$ cat src/rtl/i2s_frame_ctrl_if.sv
// Bundle of I2S timing outputs and consumer handshake signals for i2s_frame_ctrl.
// master = the frame controller, slave = receiver/consumer side.
interface i2s_frame_ctrl_if;
    logic       en;
    logic       sck;
    logic       ws;
    logic       sample;
    logic [5:0] frame_posn;
    logic       sof;
    logic       ready;
    logic       valid;
    logic       ack;
    logic       overrun;
    logic       clr_ovr;

    modport master (
        input  en, ack, clr_ovr,
        output sck, ws, sample, frame_posn, sof, ready, valid, overrun
    );

    modport slave (
        output en, ack, clr_ovr,
        input  sck, ws, sample, frame_posn, sof, ready, valid, overrun
    );
endinterface

$ cat src/rtl/i2s_frame_ctrl.sv
// I2S master frame timing: sck divider, word select, frame position, sample/sof/ready strobes,
// plus valid/ack handshake with sticky overrun for each completed stereo word.
//
// state | meaning
// IDLE  | outputs quiet, divider and frame position held at 0
// RUN   | free-running 64-bit frames
// DRAIN | en dropped; finish the current frame, then IDLE
module i2s_frame_ctrl #(
    parameter int DIV  = 8,
    parameter int BITS = 16
) (
    input  logic               ck,
    input  logic               rst_n,
    i2s_frame_ctrl_if.master   bus
);
    localparam int             DW        = $clog2(DIV);
    localparam logic [DW-1:0]  DIV_LAST  = DW'(DIV - 1);
    localparam logic [DW-1:0]  DIV_HALF  = DW'(DIV / 2);
    localparam logic [5:0]     EOW_RIGHT = 6'(33 + BITS);

    typedef enum logic [1:0] {IDLE, RUN, DRAIN} state_t;

    state_t        state, state_nxt;
    logic [DW-1:0] div_cnt, div_nxt;
    logic [5:0]    posn, posn_nxt;
    logic          sck_q, sample_q, sof_q, ready_q, valid_q, overrun_q;
    logic          sof_nxt, frame_end, new_ovr;

    assign frame_end = (div_cnt == DIV_LAST) && (posn == 6'd63);
    assign new_ovr   = ready_q && valid_q && !bus.ack;

    always_comb begin
        state_nxt = state;
        case (state)
            IDLE:    if (bus.en) state_nxt = RUN;
            RUN:     if (!bus.en) state_nxt = DRAIN;
            DRAIN: begin
                if (bus.en)         state_nxt = RUN;
                else if (frame_end) state_nxt = IDLE;
            end
            default: state_nxt = IDLE;
        endcase
    end

    // Next divider/position; registered outputs are derived from these so they line up with div_cnt.
    always_comb begin
        div_nxt  = '0;
        posn_nxt = '0;
        sof_nxt  = 1'b0;
        if (state != IDLE && state_nxt != IDLE) begin
            if (div_cnt == DIV_LAST) begin
                div_nxt  = '0;
                posn_nxt = posn + 6'd1;
                sof_nxt  = (posn == 6'd63);
            end else begin
                div_nxt  = div_cnt + DW'(1);
                posn_nxt = posn;
            end
        end else if (state == IDLE && state_nxt == RUN) begin
            sof_nxt = 1'b1;
        end
    end

    always_ff @(posedge ck or negedge rst_n) begin
        if (!rst_n) begin
            state     <= IDLE;
            div_cnt   <= '0;
            posn      <= '0;
            sck_q     <= 1'b0;
            sample_q  <= 1'b0;
            sof_q     <= 1'b0;
            ready_q   <= 1'b0;
            valid_q   <= 1'b0;
            overrun_q <= 1'b0;
        end else begin
            state    <= state_nxt;
            div_cnt  <= div_nxt;
            posn     <= posn_nxt;
            sck_q    <= (div_nxt >= DIV_HALF);
            sample_q <= (div_nxt == DIV_HALF);
            sof_q    <= sof_nxt;
            ready_q  <= sample_q && (posn == EOW_RIGHT);
            if (ready_q)      valid_q <= 1'b1;
            else if (bus.ack) valid_q <= 1'b0;
            if (new_ovr)          overrun_q <= 1'b1;
            else if (bus.clr_ovr) overrun_q <= 1'b0;
        end
    end

    assign bus.sck        = sck_q;
    assign bus.ws         = posn[5];
    assign bus.sample     = sample_q;
    assign bus.frame_posn = posn;
    assign bus.sof        = sof_q;
    assign bus.ready      = ready_q;
    assign bus.valid      = valid_q;
    assign bus.overrun    = overrun_q;
endmodule

$ cat src/flat_wrapper.sv
// flat-port wrapper written by rule: the top's interface ports become plain ports
module i2s_frame_ctrl_flat 
#(
    parameter int DIV  = 8,
    parameter int BITS = 16
)
  (ck, rst_n, bus_en, bus_ack, bus_clr_ovr, bus_sck, bus_ws, bus_sample, bus_frame_posn, bus_sof, bus_ready, bus_valid, bus_overrun);
  i2s_frame_ctrl_if bus_i ();
  input  logic ck;
  input  logic rst_n;
  input wire logic [$bits(bus_i.en)-1:0] bus_en;
  input wire logic [$bits(bus_i.ack)-1:0] bus_ack;
  input wire logic [$bits(bus_i.clr_ovr)-1:0] bus_clr_ovr;
  output wire logic [$bits(bus_i.sck)-1:0] bus_sck;
  output wire logic [$bits(bus_i.ws)-1:0] bus_ws;
  output wire logic [$bits(bus_i.sample)-1:0] bus_sample;
  output wire logic [$bits(bus_i.frame_posn)-1:0] bus_frame_posn;
  output wire logic [$bits(bus_i.sof)-1:0] bus_sof;
  output wire logic [$bits(bus_i.ready)-1:0] bus_ready;
  output wire logic [$bits(bus_i.valid)-1:0] bus_valid;
  output wire logic [$bits(bus_i.overrun)-1:0] bus_overrun;
  assign bus_i.en = bus_en;
  assign bus_i.ack = bus_ack;
  assign bus_i.clr_ovr = bus_clr_ovr;
  assign bus_sck = bus_i.sck;
  assign bus_ws = bus_i.ws;
  assign bus_sample = bus_i.sample;
  assign bus_frame_posn = bus_i.frame_posn;
  assign bus_sof = bus_i.sof;
  assign bus_ready = bus_i.ready;
  assign bus_valid = bus_i.valid;
  assign bus_overrun = bus_i.overrun;
  i2s_frame_ctrl #(.DIV(DIV), .BITS(BITS)) u_core (.ck(ck), .rst_n(rst_n), .bus(bus_i));
endmodule
$ cat config.mk
export PLATFORM = sky130hd
export DESIGN_NAME = i2s_frame_ctrl_flat
export DESIGN_NICKNAME = d
export VERILOG_FILES = /design/src/rtl/i2s_frame_ctrl_if.sv /design/src/rtl/i2s_frame_ctrl.sv /design/src/flat_wrapper.sv
export SDC_FILE = /design/constraint.sdc
export NUM_CORES = 1
export LEC_CHECK = 0
export CORE_MARGIN = 8
export CORE_UTILIZATION = 45
export DETAILED_ROUTE_END_ITERATION = 7
export GPL_TIMING_DRIVEN = 0
export PLACE_DENSITY = 0.71
export SLEW_MARGIN = 0
export SYNTH_ARGS = -nofsm -noshare
export SYNTH_HDL_FRONTEND = slang
export SYNTH_SLANG_ARGS = --single-unit
$ cat constraint.sdc
create_clock -name ck -period 5.25 [get_ports ck]
set_input_delay 0.525 -clock ck [delete_from_list [all_inputs] [get_ports ck]]
set_output_delay 0.525 -clock ck [all_outputs]
set_load 0.005 [all_outputs]
== Word-level counts from Yosys, hierarchy flattened ==
Index checks and enable logic that the tools add are counted.

* Bits in registers: 17
* Latch bits: 0
* RAM bits: 0
* Memory bits (read-only): 0
* Input bits: 5
* Output and inout bits: 13
* Word-level logic and storage cells: 48
* Memories: 0

* $add $sub $neg: 2
* $mul: 0
* Divide/modulo/power cells: 0
* Order comparisons: 1
* Eq/ne operators: 8
* Shift operators: 0
* Multiplexer cells: 16
* Bitwise logic cells: 0
* Reduce and logical (&&, ||, !) cells: 12

{| class="wikitable"
|+ Operators by type and width
! cell !! number
|-
| $eq 6x6->1 const B || 2
|-
| $mux 6 || 2
|-
| $mux 2 || 4
|-
| $reduce_bool 2->1 || 4
|-
| $mux 1 || 7
|-
| $add 6x1->6 const B || 1
|-
| $eq 3x3->1 const B || 2
|-
| $logic_and 1x1->1 || 6
|-
| $mux 3 || 2
|-
| $pmux 2 s3 || 1
|-
| $eq 2x1->1 const B || 2
|-
| $add 3x1->3 const B || 1
|-
| $ge 3x3->1 const B || 1
|-
| $eq 2x2->1 const B || 1
|-
| $logic_not 2->1 || 1
|-
| $ne 2x1->1 const B || 1
|-
| $logic_not 1->1 || 1
|}

== Logic depth before layout (Yosys ltp) ==
Gate-level depths: netlist (run 1).

* Depth after elaboration: 9
* Gate-level depth with buffers: 7
* Depth with buffers taken out: 5

== Least setup slack after synthesis (run 1) ==
OpenSTA, ideal clock, no wires.

* Path type: register to register
* From: register u_core.div_cnt[0]
* To: register u_core.posn[1], in the netlist u_core.bus.frame_posn[1]
* Library setup time: 87 ps
* Arrival: 1568 ps
* Required time: 5163 ps
* Setup slack: 3595 ps
* Cell stages (with the launch flop): 8
* Path buffers: 2
* Period minus slack after synthesis: 1655 ps
* Path through: dfrtp_1 ha_1 ha_1 buf_6 and4_4 a41o_1 buf_6 a211oi_2

* Cells in the longest elaborated chain, start to end: 8
* Elaborated cells between the ends (all ways): 9
* Classes of those cells: eq/ne: 2; mux: 4; reduce/logical: 3

{| class="wikitable"
|+ RTL lines
! element !! RTL line !! text
|-
| from (decl) || i2s_frame_ctrl.sv:24 || <nowiki>logic [DW-1:0] div_cnt, div_nxt;</nowiki>
|-
| from (signal assigned) || i2s_frame_ctrl.sv:77 || <nowiki>div_cnt <= div_nxt;</nowiki>
|-
| $eq 3x3->1 (*) || i2s_frame_ctrl.sv:29, i2s_frame_ctrl.sv:51 ||
|-
| $logic_and 1x1->1 || i2s_frame_ctrl.sv:29 || <nowiki>assign frame_end = (div_cnt == DIV_LAST) && (posn == 6'd63);</nowiki>
|-
| $mux 2 || i2s_frame_ctrl.sv:39 || <nowiki>else if (frame_end) state_nxt = IDLE;</nowiki>
|-
| $mux 2 || i2s_frame_ctrl.sv:38 || <nowiki>if (bus.en) state_nxt = RUN;</nowiki>
|-
| $pmux 2 s3 || i2s_frame_ctrl.sv:34 || <nowiki>case (state)</nowiki>
|-
| $reduce_bool 2->1 || i2s_frame_ctrl.sv:50 || <nowiki>if (state != IDLE && state_nxt != IDLE) begin</nowiki>
|-
| $logic_and 1x1->1 || i2s_frame_ctrl.sv:50 ||
|-
| $ne 2x1->1 (no source line) / $mux 6 (equally long branches) || n/a ||
|-
| to (signal assigned) || i2s_frame_ctrl.sv:78 || <nowiki>posn <= posn_nxt;</nowiki>
|-
| to (decl) || i2s_frame_ctrl.sv:25 || <nowiki>logic [5:0] posn, posn_nxt;</nowiki>
|}

Every way passes the cells marked *; elsewhere a longest branch is shown, timed or not.
A chain may end at the register's enable or synchronous reset.

== Worst setup path in the final report (run 1) ==
* From: register u_core.posn[5], in the netlist u_core.bus.frame_posn[5]
* To: output bus_frame_posn[5]

{| class="wikitable"
|+ RTL lines
! element !! RTL line !! text
|-
| to (decl) || flat_wrapper.sv:17 || <nowiki>output wire logic [$bits(bus_i.frame_posn)-1:0] bus_frame_posn;</nowiki>
|}

No word-level cell between the ends.

==> results of run 1 <==
==> sequential cells by signal, summed over array words and instances (netlist names) <==
| name | count |
|---|---|
| u_core.bus.frame_posn | 6 |
| u_core.bus.overrun | 1 |
| u_core.bus.ready | 1 |
| u_core.bus.sample | 1 |
| u_core.bus.sof | 1 |
| u_core.bus.valid | 1 |
| u_core.div_cnt | 3 |
| u_core.state | 2 |
==> synthesized netlist by cell type (3+ instances only) <==
| cell type | instances |
|---|---|
| nand2_1 | 4 |
| xnor2_1 | 3 |
| a21oi_1 | 3 |
| inv_1 | 6 |
| ha_1 | 4 |
| nor2_1 | 6 |
| dfrtp_1 | 16 |
==> power by group through the flow <==
stage / clock network (uW) / registers [uW] / logic [uW]
4_1_cts: 82.3 / 140 / 47.0
3_3_place_gp: 0 / 141 / 45.2
2_1_floorplan: 0 / 141 / 29.2
3_5_place_dp: 0 / 142 / 46.7
6_report: 78.8 / 140 / 46.1
5_1_grt: 88.3 / 141 / 54.6
==> layer usage <==
layer / track usage (%) / up-vias
met4: 4.12 / 0
met1: 10.2 / 269
li1: - / 269
met5: 0 / -
met2: 15.5 / 13
met3: 4.49 / 2
==> final timing paths <==
path / startpoint / to / slack, ns / cells after the start
max: u_core.bus.frame_posn[5] / bus_frame_posn[5] / 3.42 / 2
min: u_core.div_cnt[0] / u_core.div_cnt[0] / 0.48 / 1
max reg2reg: u_core.div_cnt[0] / u_core.bus.frame_posn[1] / 3.50 / 7
min reg2reg: u_core.div_cnt[0] / u_core.div_cnt[0] / 0.48 / 1
max in group asynchronous: rst_n / u_core.bus.frame_posn[1] / 4.15 / 1
min in group asynchronous: rst_n / u_core.bus.frame_posn[5] / 0.66 / 1
==> layout make-up <==
class	instances	area, um^2
inverter	6	22.5
multi-input combinational	41	290
sequential	16	400
fill	138	554
buffer	3	30.0
timing repair buffer	17	170
clock buffer	4	36.3
tap	16	20.0
==> kinds of logic (layout without fill, tap and decap cells) <==
family	count (synthesis)	in the layout	synth area share, %
buf+inv	9	30	7.07
xor+xnor	5	5	5.89
simple gates	21	21	15.3
flops	16	16	53.9
compound gates	11	11	11.1
fa+ha+maj	4	4	6.73
==> worst max-delay path, cell delays in order, from the launching register on <==
cell	delay, ns
dfrtp_1	0.42
buf_4	0.13
clkdlybuf4s50_1	0.49
==> per-stage QoR <==
stage | hold WS (ns) | cells | worst slack (ns) | instance area, um^2
2_1_floorplan | 0.229 | 66 | 3.60 | 743
3_3_place_gp | 0.453 | 99 | 3.54 | 933
3_5_place_dp | 0.469 | 99 | 3.52 | 933
4_1_cts | 0.482 | 103 | 3.39 | 970
5_1_grt | 0.505 | 103 | 3.34 | 970
6_report | 0.481 | 103 | 3.42 | 970
==> flow_metrics.env, run 1 <==
export IMPL_grt_usage_pct=9.51
export IMPL_cts_sink_count=16
export IMPL_dr_first_iter_drc_count=2
export IMPL_post_cts_buffers=0
export IMPL_start_kind="flop"
export IMPL_synth_area_leaders="dfrtp_1 (54%), ha_1 (6.7%), xnor2_1 (3.5%)"
export IMPL_core_um2=1520
export IMPL_ys_seq_elements=16
export IMPL_ios=18
export IMPL_vias_per_cell=5.37
export IMPL_wl_met2_um=684
export IMPL_fin_nets=97
export IMPL_diodes=0
export IMPL_drv_cap=0
export IMPL_cts_buffer_depth=2
export IMPL_fmax_mhz=545
export IMPL_clock_power_share_pct=29.8
export IMPL_dpl_hpwl_um=1070
export IMPL_critPathKind="flop to output pin"
export IMPL_yosysSeqAreaShare_pct=53.9
export IMPL_fin_skew_ns=0.00374
export IMPL_finalPower_uw=264
export IMPL_leakage_uw=0.000442
export IMPL_swShare_pct=25.5
export IMPL_combPwrFrac_pct=17.4
export IMPL_finalHoldViolCount=0
export IMPL_grt_pass1_vias=559
export IMPL_clock_latency_ns=0.28
export IMPL_drive_gt1_share_pct=12.6
export IMPL_antenna_found_initial=0
export IMPL_seq_power_share_pct=52.8
export IMPL_maxSlewViolCount=0
export IMPL_required_ns=4.72
export IMPL_yosysTopAreaCell="dfrtp_1"
export IMPL_num_vias=553
export IMPL_area_growth_pct=30.5
export IMPL_setup_tns_ns=0
export IMPL_async_flop_share_pct=100
export IMPL_netlist_instances=66
export IMPL_dieArea_um2=3210
export IMPL_first_pass_iters=2
export IMPL_synth_top_area_share_pct=53.9
export IMPL_utilization_pct=63.6
export IMPL_yosys_cell_types_count=25
export IMPL_syn_area_um2=743
export IMPL_ant_nets=0
export IMPL_die_w_um=56.6
export IMPL_hold_buffers=0
export IMPL_fin_crit_sh_pct=34.9
export IMPL_start_util_pct=48.8
export IMPL_worstPathMaxFanout=6
export IMPL_power_density_nw_per_um2=273
export IMPL_worstPathArrival_ns=1.31
export IMPL_ys_warn_count=0
export IMPL_grt_max_degree=17
export IMPL_setup_viol=0
export IMPL_hold_class="flop to flop"
export IMPL_wl_um=1380
export IMPL_row_count=14
export IMPL_p_int_uw=197
export IMPL_gp_congestion=0.694
export IMPL_cts_tree="built"
export IMPL_portBuffers=17
export IMPL_cts_buffers=3
export IMPL_dr_max_layer_used="met4"
export IMPL_p_sw_uw=67.3
export IMPL_met3WireLength_um=110
export IMPL_slew_headroom_pct=53.7
export IMPL_final_cell_mix="clkdlybuf4s50_1 (17), dfrtp_1 (16), inv_1 (6), nor2_1 (6)"
export IMPL_ys_flop_type="dfrtp_1"
export IMPL_rsz0062_at_grt="no"
export IMPL_cts_resized=0
export IMPL_drt_met1_wl_um=568
export IMPL_drc=0
export IMPL_synth_edf_count=0
export IMPL_cp_end_kind="output pin"
export IMPL_clkTransAtPathRegs_ns=0.09
export IMPL_synth_nets=75
export IMPL_die_height_um=56.6
export IMPL_synth_avg_cell_area_um2=11.3
export IMPL_status="finished clean"
export IMPL_cts_max_level=1
export IMPL_fin_crit_ns=1.83
export IMPL_wire_per_inst_um=13.4
export IMPL_ir_drop_mv=0.201
export IMPL_final_common_cell="clkdlybuf4s50_1"
export IMPL_grt_pass1_wl_um=2460
export IMPL_grt_overflow_total=0
export IMPL_root_buffer="clkbuf_4"
export IMPL_tightest_slew_ns=0.692
Note: power is estimated with default switching activity, not from simulation.
==> inputs of run 2 (changes only) <==
--- a/config.mk
+++ b/config.mk
@@ -6,10 +6,10 @@
 export NUM_CORES = 1
 export LEC_CHECK = 0
 export CORE_MARGIN = 8
-export CORE_UTILIZATION = 45
+export CORE_UTILIZATION = 42
 export DETAILED_ROUTE_END_ITERATION = 7
 export GPL_TIMING_DRIVEN = 0
-export PLACE_DENSITY = 0.71
+export PLACE_DENSITY = 0.69
 export SLEW_MARGIN = 0
 export SYNTH_ARGS = -nofsm -noshare
 export SYNTH_HDL_FRONTEND = slang
==> constraint.sdc (replaced) <==
create_clock -name ck -period 1.6 [get_ports ck]
set_input_delay 0.16 -clock ck [delete_from_list [all_inputs] [get_ports ck]]
set_output_delay 0.16 -clock ck [all_outputs]
set_load 0.005 [all_outputs]
==> flow_metrics.env, run 2 (synthesis gave the netlist of run 1 again) <==
export IMPL_status="finished clean"
export IMPL_gp_congestion=0.756
export IMPL_grt_pass1_vias=561
export IMPL_ant_nets=0
export IMPL_p_int_uw=676
export IMPL_ios=18
export IMPL_portBuffers=17
export IMPL_fin_nets=102
export IMPL_slew_headroom_pct=53.3
export IMPL_critPathKind="flop to flop"
export IMPL_wl_um=1600
export IMPL_final_cell_mix="clkdlybuf4s50_1 (17), dfrtp_1 (16), inv_1 (6), buf_4 (6), nor2_1 (5)"
export IMPL_diodes=0
export IMPL_worstPathMaxFanout=7
export IMPL_dieArea_um2=3370
export IMPL_cts_sink_count=16
export IMPL_seq_power_share_pct=50.4
export IMPL_drc=0
export IMPL_num_vias=574
export IMPL_swShare_pct=26.3
export IMPL_drive_gt1_share_pct=21.7
export IMPL_fin_crit_ns=1.54
export IMPL_grt_pass1_wl_um=2520
export IMPL_grt_busiest_layer="met2"
export IMPL_fmax_mhz=649
export IMPL_final_common_cell="clkdlybuf4s50_1"
export IMPL_start_kind="flop"
export IMPL_combPwrFrac_pct=21.7
export IMPL_start_util_pct=44.0
export IMPL_die_height_um=58.1
export IMPL_cts_tree="built"
export IMPL_cts_buffer_depth=2
export IMPL_area_growth_pct=37.9
export IMPL_hold_buffers=0
export IMPL_clkTransAtPathRegs_ns=0.09
export IMPL_fin_skew_ns=0.00265
export IMPL_finalHoldViolCount=0
export IMPL_grt_usage_pct=9.62
export IMPL_met1_usage_pct=10.9
export IMPL_grt_max_degree=17
export IMPL_setup_viol=0
export IMPL_met3_usage_pct=3.75
export IMPL_first_pass_iters=4
export IMPL_tightest_slew_ns=0.698
export IMPL_grt_overflow_total=0
export IMPL_dp_cells=100
export IMPL_hold_class="input pin to asynchronous set/reset pin"
export IMPL_rsz0062_at_grt="no"
export IMPL_drv_cap=0
export IMPL_maxSlewViolCount=0
export IMPL_vias_per_cell=5.27
export IMPL_worstPathArrival_ns=1.70
export IMPL_clock_power_share_pct=27.9
export IMPL_clock_latency_ns=0.27
export IMPL_dpl_instance_area_um2=940
export IMPL_root_buffer="clkbuf_4"
export IMPL_dr_first_iter_drc_count=2
export IMPL_largest_reg_flops=6
export IMPL_required_ns=1.76
export IMPL_dpl_hpwl_um=1060
export IMPL_die_w_um=58.1
export IMPL_power_density_nw_per_um2=894
export IMPL_cp_end_kind="flop"
export IMPL_antenna_found_initial=0
export IMPL_cts_buffers=3
export IMPL_fin_crit_sh_pct=96.3
export IMPL_grt_util_met2_pct=16.1
export IMPL_cts_max_level=1
export IMPL_row_count=15
export IMPL_fin_cells=109
export IMPL_p_sw_uw=240
export IMPL_stdcell_area_um2=1020
export IMPL_leakage_uw=0.000463
export IMPL_ir_drop_mv=0.485
export IMPL_wire_per_inst_um=14.6
export IMPL_core_um2=1690
export IMPL_r2r_slack_ns=0.06
==> run 2: repair_timing <==
action,CTS,global route
setup buffers,1,4
gates resized for setup,1,2
endpoints found under the setup margin,9,9
pin swaps,4,1
cloned,1,0
==> run 2: final cells by class <==
class | count | area (um^2)
multi-input cells | 41 | 313
well taps | 17 | 21.3
fillers | 149 | 664
clock buffers | 4 | 36.3
flip-flops and latches | 16 | 400
repair buffers | 23 | 213
plain buffers | 2 | 18.8
inverters | 6 | 22.5
==> run 2: worst max-delay path: stages (launching register included) <==
cell and delay (ns):
dfrtp_1 0.37, ha_2 0.20, ha_4 0.17, and4_4 0.24, a41o_1 0.21, buf_2 0.17
a21oi_1 0.05
==> run 2: path summary, 6_finish.rpt <==
check | cells after the start | from | end
max | 6 | u_core.div_cnt[0] | u_core.bus.frame_posn[5]
min in group ck | 2 | bus_en | u_core.state[1]
min | 1 | rst_n | u_core.bus.overrun
max in group asynchronous | 1 | rst_n | u_core.bus.frame_posn[2]
min reg2reg | 1 | u_core.bus.ready | u_core.bus.valid
max reg2reg | 6 | u_core.div_cnt[0] | u_core.bus.frame_posn[5]
==> run 2: power groups by stage <==
stage	logic [uW]	registers, uW	clock network, uW
after floorplan	97.5	463	0
after global placement	150	465	0
after detailed placement	156	469	0
after CTS	182	461	264
after global routing	228	464	282
final	199	461	256
==> run 2: metrics by stage <==
| stage | setup WS [ns] | hold slack [ns] | TNS [ns] | power (uW) | utilization (%) |
|---|---|---|---|---|---|
| 2_1_floorplan | 0.00166 | -0.136 | 0 | 561 | - |
| 3_5_place_dp | -0.0795 | 0.469 | -0.188 | 625 | 55.6 |
| 3_3_place_gp | -0.0534 | 0.461 | -0.0678 | 615 | 55.6 |
| 4_1_cts | 0.0110 | 0.326 | 0 | 907 | 58.4 |
| 5_1_grt | 0.00522 | 0.358 | 0 | 974 | 60.7 |
| 6_report | 0.0585 | 0.298 | 0 | 916 | 60.7 |
==> run 2: routing by layer <==
metal / up-vias / part of all wire, %
li1: 276 / -
met1: 276 / 43
met2: 20 / 48
met3: 2 / 8.0
met4: 0 / 0.94
met5: - / 0
